[config.mk]
export PLATFORM = sky130hd
export DESIGN_NAME = mcu_pixel_packer
export DESIGN_NICKNAME = d
export VERILOG_FILES = /design/src/rtl/mcu_pixel_packer_pkg.sv /design/src/rtl/mcu_pixel_packer_pixel_queue.sv /design/src/rtl/mcu_pixel_packer.sv
export SDC_FILE = /design/constraint.sdc
export NUM_CORES = 1
export LEC_CHECK = 0
export CAP_MARGIN = 25
export CORE_MARGIN = 2
export CORE_UTILIZATION = 61
export DETAILED_ROUTE_END_ITERATION = 10
export GPL_TIMING_DRIVEN = 0
export PLACE_DENSITY = 0.95
export SYNTH_ARGS = -nofsm -noshare
export SYNTH_HDL_FRONTEND = slang
export SYNTH_SLANG_ARGS = --single-unit
[constraint.sdc]
create_clock -name clock -period 6.9 [get_ports clock]
set_clock_uncertainty 0.1 [all_clocks]
set_input_delay 0.69 -clock clock [delete_from_list [all_inputs] [get_ports clock]]
set_output_delay 0.69 -clock clock [all_outputs]
set_load 0.05 [all_outputs]
[src/rtl/mcu_pixel_packer_pkg.sv]
// Shared encodings for the MCU pixel packer: input modes, assembly phases, pixel width.
package mcu_pixel_packer_pkg;

  localparam int unsigned PIXEL_WIDTH = 12;

  localparam logic [1:0] MODE_RGB444_2B     = 2'd0;
  localparam logic [1:0] MODE_RGB332        = 2'd1;
  localparam logic [1:0] MODE_RGB444_PACKED = 2'd2;
  localparam logic [1:0] MODE_RESERVED      = 2'd3;

  typedef enum logic [1:0] {
    PhaseP0 = 2'd0,
    PhaseP1 = 2'd1,
    PhaseP2 = 2'd2
  } phase_e;

  // Widen RGB332 to RGB444 by replicating each channel's top bit(s) into the low bits.
  function automatic logic [PIXEL_WIDTH-1:0] rgb332_to_444(input logic [7:0] b);
    return {b[7:5], b[7], b[4:2], b[4], b[1:0], b[1:0]};
  endfunction

endpackage

[src/rtl/mcu_pixel_packer_pixel_queue.sv]
// Synchronous first-word-fall-through ring buffer; head is visible combinationally.
module mcu_pixel_packer_pixel_queue #(
  parameter int unsigned WIDTH = 13,
  parameter int unsigned DEPTH = 4
) (
  input  logic                       clock,
  input  logic                       reset,
  input  logic                       push,
  input  logic [WIDTH-1:0]           push_data,
  input  logic                       pop,
  output logic [WIDTH-1:0]           head_data,
  output logic [$clog2(DEPTH):0]     level,
  output logic                       full,
  output logic                       empty
);

  localparam int unsigned PtrW   = $clog2(DEPTH);
  localparam int unsigned LevelW = PtrW + 1;

  logic [WIDTH-1:0]  mem_q [DEPTH];
  logic [PtrW-1:0]   wr_ptr_q, rd_ptr_q;
  logic [LevelW-1:0] level_q;
  logic              do_push, do_pop;

  assign full  = (level_q == LevelW'(DEPTH));
  assign empty = (level_q == '0);
  assign level = level_q;

  // Pops on an empty queue are ignored; a full queue accepts a push only alongside a pop.
  assign do_pop  = pop && !empty;
  assign do_push = push && (!full || do_pop);

  // Empty queue presents zero so the output is clean after reset.
  assign head_data = empty ? '0 : mem_q[rd_ptr_q];

  // Pointer and occupancy bookkeeping.
  always_ff @(posedge clock) begin
    if (reset) begin
      wr_ptr_q <= '0;
      rd_ptr_q <= '0;
      level_q  <= '0;
    end else begin
      if (do_push) wr_ptr_q <= wr_ptr_q + 1'b1;
      if (do_pop)  rd_ptr_q <= rd_ptr_q + 1'b1;
      if (do_push && !do_pop)      level_q <= level_q + 1'b1;
      else if (do_pop && !do_push) level_q <= level_q - 1'b1;
    end
  end

  // Storage array; contents need no reset since pointers define validity.
  always_ff @(posedge clock) begin
    if (do_push) mem_q[wr_ptr_q] <= push_data;
  end

endmodule

[src/rtl/mcu_pixel_packer.sv]
// Assembles MCU bytes into RGB444 pixels in one of three formats and queues them.
module mcu_pixel_packer
  import mcu_pixel_packer_pkg::*;
#(
  parameter int unsigned BUFFER_DEPTH = 4,
  parameter int unsigned LINE_PIXELS  = 640,
  parameter int unsigned COL_WIDTH    = 10
) (
  input  logic                            clock,
  input  logic                            reset,
  input  logic                            byte_valid,
  input  logic [7:0]                      byte_data,
  input  logic                            mode_load,
  input  logic [1:0]                      mode_in,
  input  logic                            clear_status,
  output logic                            pixel_valid,
  output logic [PIXEL_WIDTH-1:0]          pixel_data,
  output logic                            pixel_last,
  input  logic                            pixel_ready,
  output logic [$clog2(BUFFER_DEPTH):0]   level,
  output logic                            overflow,
  output logic                            bad_mode
);

  logic [1:0]             mode_q;
  phase_e                 phase_q;
  logic [7:0]             hold_q;
  logic [COL_WIDTH-1:0]   column_q;
  logic                   overflow_q, bad_mode_q;

  logic                   push_req;
  logic [PIXEL_WIDTH-1:0] push_pixel;
  logic                   col_last;
  logic                   q_full, q_empty;
  logic                   pop;
  logic                   overflow_event, bad_event;
  logic [PIXEL_WIDTH:0]   head;

  assign col_last = (column_q == COL_WIDTH'(LINE_PIXELS - 1));
  assign pop      = !q_empty && pixel_ready;

  // Decide whether the incoming byte completes a pixel, and what that pixel is.
  always_comb begin
    push_req   = 1'b0;
    push_pixel = '0;
    if (byte_valid && !mode_load) begin
      case (mode_q)
        MODE_RGB444_2B: begin
          if (phase_q == PhaseP1) begin
            push_req   = 1'b1;
            push_pixel = {hold_q, byte_data[3:0]};
          end
        end
        MODE_RGB332: begin
          push_req   = 1'b1;
          push_pixel = rgb332_to_444(byte_data);
        end
        MODE_RGB444_PACKED: begin
          if (phase_q == PhaseP1) begin
            push_req   = 1'b1;
            push_pixel = {hold_q, byte_data[7:4]};
          end else if (phase_q == PhaseP2) begin
            push_req   = 1'b1;
            push_pixel = {hold_q[3:0], byte_data};
          end
        end
        default: ;
      endcase
    end
  end

  assign overflow_event = push_req && q_full && !pop;
  assign bad_event      = byte_valid && !mode_load && (mode_q == MODE_RESERVED);

  // Phase FSM with mode, hold byte, column counter and sticky error flags.
  always_ff @(posedge clock) begin
    if (reset) begin
      mode_q     <= MODE_RGB444_2B;
      phase_q    <= PhaseP0;
      hold_q     <= '0;
      column_q   <= '0;
      overflow_q <= 1'b0;
      bad_mode_q <= 1'b0;
    end else begin
      if (mode_load) begin
        mode_q   <= mode_in;
        phase_q  <= PhaseP0;
        hold_q   <= '0;
        column_q <= '0;
      end else if (byte_valid) begin
        // Column advances even when the pixel is dropped, keeping line alignment.
        if (push_req) column_q <= col_last ? '0 : column_q + 1'b1;
        case (mode_q)
          MODE_RGB444_2B: begin
            if (phase_q == PhaseP0) begin
              hold_q  <= byte_data;
              phase_q <= PhaseP1;
            end else begin
              phase_q <= PhaseP0;
            end
          end
          MODE_RGB444_PACKED: begin
            case (phase_q)
              PhaseP0: begin
                hold_q  <= byte_data;
                phase_q <= PhaseP1;
              end
              PhaseP1: begin
                hold_q  <= {hold_q[7:4], byte_data[3:0]};
                phase_q <= PhaseP2;
              end
              default: phase_q <= PhaseP0;
            endcase
          end
          default: phase_q <= PhaseP0;
        endcase
      end
      // A new error event outranks a simultaneous clear.
      overflow_q <= overflow_event | (overflow_q & ~clear_status);
      bad_mode_q <= bad_event | (bad_mode_q & ~clear_status);
    end
  end

  mcu_pixel_packer_pixel_queue #(
    .WIDTH (PIXEL_WIDTH + 1),
    .DEPTH (BUFFER_DEPTH)
  ) u_queue (
    .clock     (clock),
    .reset     (reset),
    .push      (push_req),
    .push_data ({col_last, push_pixel}),
    .pop       (pixel_ready),
    .head_data (head),
    .level     (level),
    .full      (q_full),
    .empty     (q_empty)
  );

  assign pixel_valid = !q_empty;
  assign pixel_data  = head[PIXEL_WIDTH-1:0];
  assign pixel_last  = head[PIXEL_WIDTH];
  assign overflow    = overflow_q;
  assign bad_mode    = bad_mode_q;

endmodule
==> flow_summary.yaml, run 1 <==
run_status:
  run_status: "completed"
cts:
  clkSlewWorstSetupHoldPaths_ns: 0.09
  insertion_delay_ns: 0.36
  cts.sinks: 85
  hold_buffers: 0
  cts_buffers: 9
  post-cts-setup-buffers: 0
  ctsLongestPathBuffers: 2
  clock-root-buffer: "clkbuf_8"
  cts_resized: 0
  htreeDepth: 3
  cts_tree: "built"
global_route:
  grt_max_degree: 17
  grt_pass1_wl_mm: 12.6
  grt_pass1_vias: 2576
  gr-total-overflow: 0
  antenna_found_initial: 0
  grt_util_all_layers: 0.235
route:
  viasPerCell: 5.88
  drt_iter0_markers: 200
  wl_per_cell_um: 17.7
  first_pass_iters: 4
  ant_nets: 0
  wl_mm: 7.57
  vias: 2510
  drc: 0
sta:
  period_share: 0.493
  grt_setup_unrepaired: "false"
  maxSlewViolCount: 0
  setup_viol: 0
  worst_slew_pin_slew_ns: 0.669
  period_needed_ns: 3.40
  hold_violations: 0
  maxSlewHeadroom: 0.554
  max_freq_mhz: 294
  fin_tns_setup_ns: 0
placement:
  place_congestion: 0.821
  dp_cells: 411
  port_buffers: 33
  hpwl_mm: 5.65
  post_dp_cell_area_sq_mm: 0.00429
floorplan:
  rows: 29
  pin_count: 35
  design.core.area_sq_mm: 0.00624
  floorplan.die.width_um: 83.6
  chipHeight_um: 83.6
  start_util: 0.619
  dieArea_sq_mm: 0.00699
power_and_ir_drop:
  p_per_area_mw_per_mm2: 296
  peakVddDrop_uv: 264
  p_total_mw: 1.32
  p_leak_nw: 1.55
layout:
  diodes: 0
  final_core_util: 0.717
  nNetsFinal: 371
  final_area_sq_mm: 0.00447
  final_common_cell: "edfxtp_1"
  final_cells: 427
  regArea_sq_mm: 0.00222
  layout_common_cells: "edfxtp_1, nor2_1, dfxtp_1, clkdlybuf4s50_1, and2_1"
  multi_input_area_sq_mm: 0.00154
  fillers: 405
  drive_gt1_frac: 0.129
  syn_to_final_growth_pct: 15.7
job:
  cap_violations: 0
logic_synthesis:
  syn_nets: 327
  netlist.area_leader.share: 0.404
  async_reset_ff_frac: 0
  synth_edf_count: 52
  syn_area_sq_mm: 0.00386
  synth_top_area_cell: "edfxtp_1"
  synth_ff_type: "edfxtp_1"
  ys_top_cells_by_area: "edfxtp_1, dfxtp_1, mux4_2"
  syn_area_per_cell_sq_um: 12.8
  ys_warn_count: 0
  synth_seq_cells: 85
  yosysUniqueCellTypes: 50
  ys_seq_area_frac: 0.575
  netlist_instances: 301
setup_path:
  cp_max_fo: 10
  reg2reg_depth: 10
  cp.required_ns: 6.11
  rrSetupSlack_ns: 4.12
  critPathKind: "reg2out"
  arrival_ns: 2.61
  crit_path_start_kind: "flop"
  worst_setup_path_end_kind: "output pin"
worst_hold_path:
  min_path_cells: 2
  hp-class: "reg2reg"
-- path summary, 6_finish.rpt --
kind / start / endpoint
hold reg to reg: column_q[1]$_SDFFE_PP0P_ / column_q[1]$_SDFFE_PP0P_
hold / removal: column_q[1]$_SDFFE_PP0P_ / column_q[1]$_SDFFE_PP0P_
setup reg to reg: phase_q[1]$_SDFFE_PP0P_ / u_queue.level[2]$_SDFFE_PP0P_
setup / recovery: flop / pixel_data[8]
-- synth_stat cells (all sizes together), types with 4 or more instances --
library cell,number
a21oi,11
a221oi,5
and2,17
buf,7
clkbuf,8
dfxtp,33
edfxtp,52
ha,9
inv,7
mux2i,13
mux4,13
nand2,13
nand3,4
nor2,44
nor2b,4
o21ai,5
or3,5
xor2,8
-- kinds of logic (layout without fill, tap and decap cells) --
| group | after synthesis | count (layout) | share of synthesized area |
|---|---|---|---|
| compound gates | 42 | 42 | 0.0845 |
| xor+xnor | 11 | 11 | 0.0249 |
| mux | 26 | 26 | 0.109 |
| fa+ha+maj | 10 | 10 | 0.0343 |
| flops | 85 | 85 | 0.575 |
| simple gates | 105 | 105 | 0.146 |
| buf+inv | 22 | 71 | 0.0262 |
-- cell type report --
cell class,count,area share
flip-flops and latches,85,0.497
inverters,7,0.00588
multi-input cells,194,0.345
clock buffers,9,0.0277
clock inverters,7,0.0126
repair buffers,33,0.0739
plain buffers,15,0.0168
well taps,77,0.0215
-- state kept, by name, indices dropped and copies added, names as in the netlist, named ones only --
name,flops
bad_mode,1
column_q,10
hold_q,8
mode_q,2
overflow,1
phase_q,2
u_queue.level,3
u_queue.mem_q,52
u_queue.rd_ptr_q,2
u_queue.wr_ptr_q,2
-- per-stage QoR --
stage          hold slack, ns  setup WS (ns)
2_1_floorplan           0.349           3.93
3_3_place_gp            0.358           3.65
3_5_place_dp            0.368           3.60
4_1_cts                 0.380           3.48
5_1_grt                 0.429           3.40
6_report                0.377           3.50
-- power breakdown --
part           switching [mW]  internal [mW]
Clock                   0.187          0.136
Sequential             0.0166          0.550
Combinational           0.270          0.162
Total                   0.474          0.849
-- layer usage --
layer / vias up / routed length, um / GRT usage
met5: - / 0 / 0
met4: 0 / 195 / 0.0894
met3: 23 / 369 / 0.0623
met2: 76 / 3990 / 0.414
met1: 1206 / 3010 / 0.274
li1: 1205 / - / -
-- worst max-delay path, cell delays in order, from the launching register on --
cell	delay (ns)
dfxtp_1	0.44
clkbuf_1	0.52
mux4_2	0.41
and2_1	0.18
clkdlybuf4s50_1	0.70
Power figures use the tool's default switching activity.
==> run 2, diff against run 1 <==
- CORE_UTILIZATION: 61 -> 57
- PLACE_DENSITY: 0.95 -> 0.91
- clock period: 6.9 -> 3.5 ns (I/O delays scaled with it)
==> flow_summary.yaml, run 2 (synthesis results as in run 1) <==
job:
  cap_violations: 0
sta:
  hold_violations: 0
  worst_slew_pin_slew_ns: 0.683
  maxSlewViolCount: 0
  max_freq_mhz: 331
  whs_ns: 0.293
  period_needed_ns: 3.02
  period_share: 0.863
  worst_slack_ns: 0.479
  fin_tns_setup_ns: 0
  setup_viol: 0
  maxSlewHeadroom: 0.545
  grt_setup_unrepaired: "false"
cts:
  cts.sinks: 85
  post-cts-setup-buffers: 0
  htreeDepth: 3
  cts_tree: "built"
  cts_resized: 0
  cts_buffers: 9
  clkSlewWorstSetupHoldPaths_ns: 0.09
  hold_buffers: 0
  ctsLongestPathBuffers: 2
  clock-root-buffer: "clkbuf_8"
  insertion_delay_ns: 0.35
route:
  viasPerCell: 5.91
  first_pass_iters: 6
  wl_mm: 7.45
  ant_nets: 0
  vias: 2542
  drc: 0
  wl_per_cell_um: 17.3
  drt_iter0_markers: 156
layout:
  final_area_sq_mm: 0.00449
  nNetsFinal: 371
  final_core_util: 0.673
  fillers: 476
  final_common_cell: "edfxtp_1"
  top_register: "u_queue.mem_q"
  largest_reg_flops: 52
  layout_common_cells: "edfxtp_1, nor2_1, dfxtp_1, clkdlybuf4s50_1, and2_1"
  reg.largest.list: "u_queue.mem_q x52, column_q x10, hold_q x8"
  drive_gt1_frac: 0.126
  final_cells: 430
  syn_to_final_growth_pct: 16.3
  diodes: 0
worst_hold_path:
  hp-class: "in2reg"
  hp-start: "mode_load"
  min_to: "mode_q[1]$_SDFFE_PP0P_"
  min_path_cells: 3
power_and_ir_drop:
  p_leak_nw: 1.56
  p_total_mw: 2.67
  p_per_area_mw_per_mm2: 593
  peakVddDrop_uv: 197
setup_path:
  cp_top_family: "buffers and inverters"
  slowest_delay_ns: 0.81
  cp_max_fo: 10
  reg2reg_depth: 10
  worst_setup_path_end_kind: "output pin"
  crit_path_start_kind: "flop"
  critPathKind: "reg2out"
  cp.required_ns: 3.05
  rrSetupSlack_ns: 0.69
  path_common_cell: "clkbuf_1"
  crit_chain: "or3_1 > clkbuf_1 > clkbuf_1 > and2_1 > clkdlybuf4s50_1"
  cpMaxStageDelayCell: "clkdlybuf4s50_1"
  arrival_ns: 2.57
  crit_buf_inv: 3
  worst_r2r_startpoint: "phase_q[0]$_SDFFE_PP0P_"
  reg2reg_to: "u_queue.level[2]$_SDFFE_PP0P_"
run_status:
  run_status: "completed"
global_route:
  gr-total-overflow: 0
  grt_pass1_vias: 2380
  antenna_found_initial: 0
  grt_util_all_layers: 0.211
  grt_max_degree: 15
  grt_pass1_wl_mm: 11.9
floorplan:
  chipHeight_um: 86.3
  rows: 30
  dieArea_sq_mm: 0.00746
  start_util: 0.578
  pin_count: 35
  design.core.area_sq_mm: 0.00668
  floorplan.die.width_um: 86.3
placement:
  dp_cells: 414
  place_congestion: 0.844
  port_buffers: 33
  post_dp_cell_area_sq_mm: 0.00430
  place_ws_ns: 0.491
  hpwl_mm: 5.18
==> run 2: cell types whose count changed in the layout (fill, tap and decap cells not counted), sizes merged <==
cell	before	now
clkinvlp	1	0
bufinv	0	1
clkinv	2	3
inv	11	8
clkbuf	17	19
==> run 2: metal layers <==
metal / GRT usage / share of wire / up-vias
met4: 0.0767 / 0.014 / 0
li1: - / - / 1197
met3: 0.0486 / 0.052 / 12
met2: 0.369 / 0.52 / 84
met1: 0.256 / 0.41 / 1249
met5: 0 / 0 / -
==> run 2: how the worst max path moves through the flow <==
stage,start,end,slack [ns],cells after the start
6_report,u_queue.level[0]$_SDFFE_PP0P_,pixel_data[5],0.48,5
5_1_grt,u_queue.level[0]$_SDFFE_PP0P_,pixel_data[5],0.30,5
4_1_cts,u_queue.level[0]$_SDFFE_PP0P_,pixel_data[5],0.45,5
3_5_place_dp,byte_valid,u_queue.level[2]$_SDFFE_PP0P_,0.49,9
3_3_place_gp,byte_valid,u_queue.level[2]$_SDFFE_PP0P_,0.57,9
2_1_floorplan,u_queue.level[0]$_SDFFE_PP0P_,pixel_data[10],0.87,4
==> run 2: final cells by class <==
class	count	area [sq um]	area share
inverters	7	26.3	0.00585
clock inverters	5	57.6	0.0128
well taps	80	100	0.0223
flip-flops and latches	85	2220	0.494
clock buffers	11	141	0.0315
multi-input cells	194	1540	0.343
repair buffers	33	330	0.0735
plain buffers	15	75.1	0.0167
==> run 2: report_power, final <==
part	internal [mW]	total, mW	switching (mW)
Sequential	1.09	1.12	0.0351
Combinational	0.320	0.851	0.531
Clock	0.351	0.696	0.345
==> run 2: tightest hold or removal path: stages <==
cell	delay, ns
buf_2	0.18
mux2i_1	0.10
nor2_1	0.08
==> run 3, diff against run 2 <==
--- a/config.mk
+++ b/config.mk
@@ -7,4 +7,5 @@
 export LEC_CHECK = 0
 export CAP_MARGIN = 25
+export CORE_ASPECT_RATIO = 0.7
 export CORE_MARGIN = 2
 export CORE_UTILIZATION = 57
==> constraint.sdc (replaced) <==
create_clock -name clock -period 3.5 [get_ports clock]
set_clock_uncertainty 0.1 [all_clocks]
set_input_delay 0.7 -clock clock [delete_from_list [all_inputs] [get_ports clock]]
set_output_delay 0.7 -clock clock [all_outputs]
set_load 0.05 [all_outputs]
==> flow_summary.yaml, run 3 (synthesis results as in run 1) <==
run_status:
  run_status: "completed"
sta:
  worst_slew_pin_slew_ns: 0.672
  maxSlewViolCount: 0
  worst_slack_ns: 0.153
  fin_tns_setup_ns: 0
  hold_violations: 0
  max_freq_mhz: 299
  period_share: 0.956
  grt_setup_unrepaired: "false"
  setup_viol: 0
  maxSlewHeadroom: 0.552
  period_needed_ns: 3.35
setup_path:
  slowest_delay_ns: 0.69
  cp_max_fo: 10
  worst_setup_path_end_kind: "output pin"
  crit_chain: "clkbuf_1 > mux4_2 > and2_1 > clkdlybuf4s50_1"
  cp_top_family: "buffers and inverters"
  arrival_ns: 2.55
  critPathKind: "reg2out"
  crit_path_start_kind: "flop"
  crit_buf_inv: 2
  cp.required_ns: 2.70
  cpMaxStageDelayCell: "clkdlybuf4s50_1"
floorplan:
  start_util: 0.580
  pin_count: 35
  rows: 25
  floorplan.die.width_um: 102
  design.core.area_sq_mm: 0.00666
  chipHeight_um: 72.9
  dieArea_sq_mm: 0.00747
route:
  wl_mm: 7.49
  viasPerCell: 5.70
  vias: 2523
  ant_nets: 0
  drt_iter0_markers: 196
  drc: 0
  wl_per_cell_um: 16.9
  first_pass_iters: 7
global_route:
  grt_util_all_layers: 0.215
  grt_max_degree: 16
  gr-total-overflow: 0
  grt_pass1_wl_mm: 11.8
  antenna_found_initial: 0
  grt_pass1_vias: 2419
layout:
  fillers: 473
  largest_reg_flops: 52
  layout_common_cells: "edfxtp_1, nor2_1, dfxtp_1"
  final_area_sq_mm: 0.00449
  final_common_cell: "edfxtp_1"
  nNetsFinal: 371
  diodes: 0
  drive_gt1_frac: 0.126
  top_register: "u_queue.mem_q"
  syn_to_final_growth_pct: 16.1
  reg.largest.list: "u_queue.mem_q x52, column_q x10, hold_q x8"
placement:
  place_congestion: 0.850
  place_ws_ns: 0.120
  port_buffers: 33
  post_dp_cell_area_sq_mm: 0.00431
  hpwl_mm: 5.30
cts:
  post-cts-setup-buffers: 0
  htreeDepth: 3
  clkSlewWorstSetupHoldPaths_ns: 0.08
  cts_tree: "built"
  cts_buffers: 9
  insertion_delay_ns: 0.36
  ctsLongestPathBuffers: 2
  cts_resized: 0
  cts.sinks: 85
  clock-root-buffer: "clkbuf_8"
  hold_buffers: 0
worst_hold_path:
  hp-class: "reg2reg"
power_and_ir_drop:
  p_per_area_mw_per_mm2: 576
  p_leak_nw: 1.55
  p_total_mw: 2.58
  peakVddDrop_uv: 313
job:
  cap_violations: 0
## run 3: cell count changes in the layout (fill, tap and decap cells not counted)
cell / before / now
bufinv_16: 1 / 0
clkbuf_1: 9 / 8
clkbuf_8: 10 / 9
clkdlybuf4s50_1: 33 / 32
clkinv_2: 2 / 1
clkinv_4: 1 / 2
clkinvlp_4: 0 / 1
dlymetal6s2s_1: 0 / 1
inv_6: 1 / 2
## run 3: path summary, 6_finish.rpt
kind	to	cells past startpoint	slack, ns	from
worst min register to register	column_q[1]$_SDFFE_PP0P_	2	0.39	column_q[1]$_SDFFE_PP0P_
worst max-delay path	pixel_data[11]	4	0.15	flop
worst min-delay path	column_q[1]$_SDFFE_PP0P_	2	0.39	column_q[1]$_SDFFE_PP0P_
worst max register to register	u_queue.level[2]$_SDFFE_PP0P_	10	0.71	phase_q[0]$_SDFFE_PP0P_
## run 3: area by class of cell
cell class / instances / area (sq um) / share of cell area
buffer: 15 / 75.1 / 0.0167
clock buffer: 9 / 124 / 0.0276
clock inverter: 6 / 47.5 / 0.0106
inverter: 7 / 26.3 / 0.00586
multi-input combinational: 194 / 1540 / 0.344
sequential: 85 / 2220 / 0.495
tap: 94 / 118 / 0.0262
timing repair buffer: 33 / 333 / 0.0742
## run 3: where the power goes
| part | total (mW) | internal (mW) | switching [mW] | leakage [nW] |
|---|---|---|---|---|
| Sequential | 1.12 | 1.08 | 0.0331 | 0.733 |
| Clock | 0.611 | 0.259 | 0.352 | 0.0861 |
| Combinational | 0.854 | 0.319 | 0.535 | 0.736 |
| Total | 2.58 | 1.66 | 0.919 | 1.55 |
## run 3: through the flow
stage	util	hold WS, ns	std cells
2_1_floorplan	-	0.349	301
3_3_place_gp	0.647	0.364	428
3_5_place_dp	0.647	0.370	428
4_1_cts	0.673	0.382	443
5_1_grt	0.673	0.400	443
6_report	0.673	0.386	443
## run 3: routing by layer
layer | global-route usage | vias up | part of all wire
met1 | 0.298 | 1227 | 0.46
li1 | - | 1198 | -
met5 | 0 | - | 0
met2 | 0.337 | 88 | 0.47
met4 | 0.0548 | 0 | 0.0091
met3 | 0.0651 | 10 | 0.063
## run 3: worst reg2reg max path, cell delays in order (launching register included)
cell and delay [ns]:
dfxtp_1 0.36, inv_1 0.07, ha_1 0.34, nand3b_4 0.13, a211oi_4 0.40, ha_1 0.25
inv_1 0.06, fa_1 0.37, xor2_1 0.19, or3_1 0.31, a21oi_1 0.13
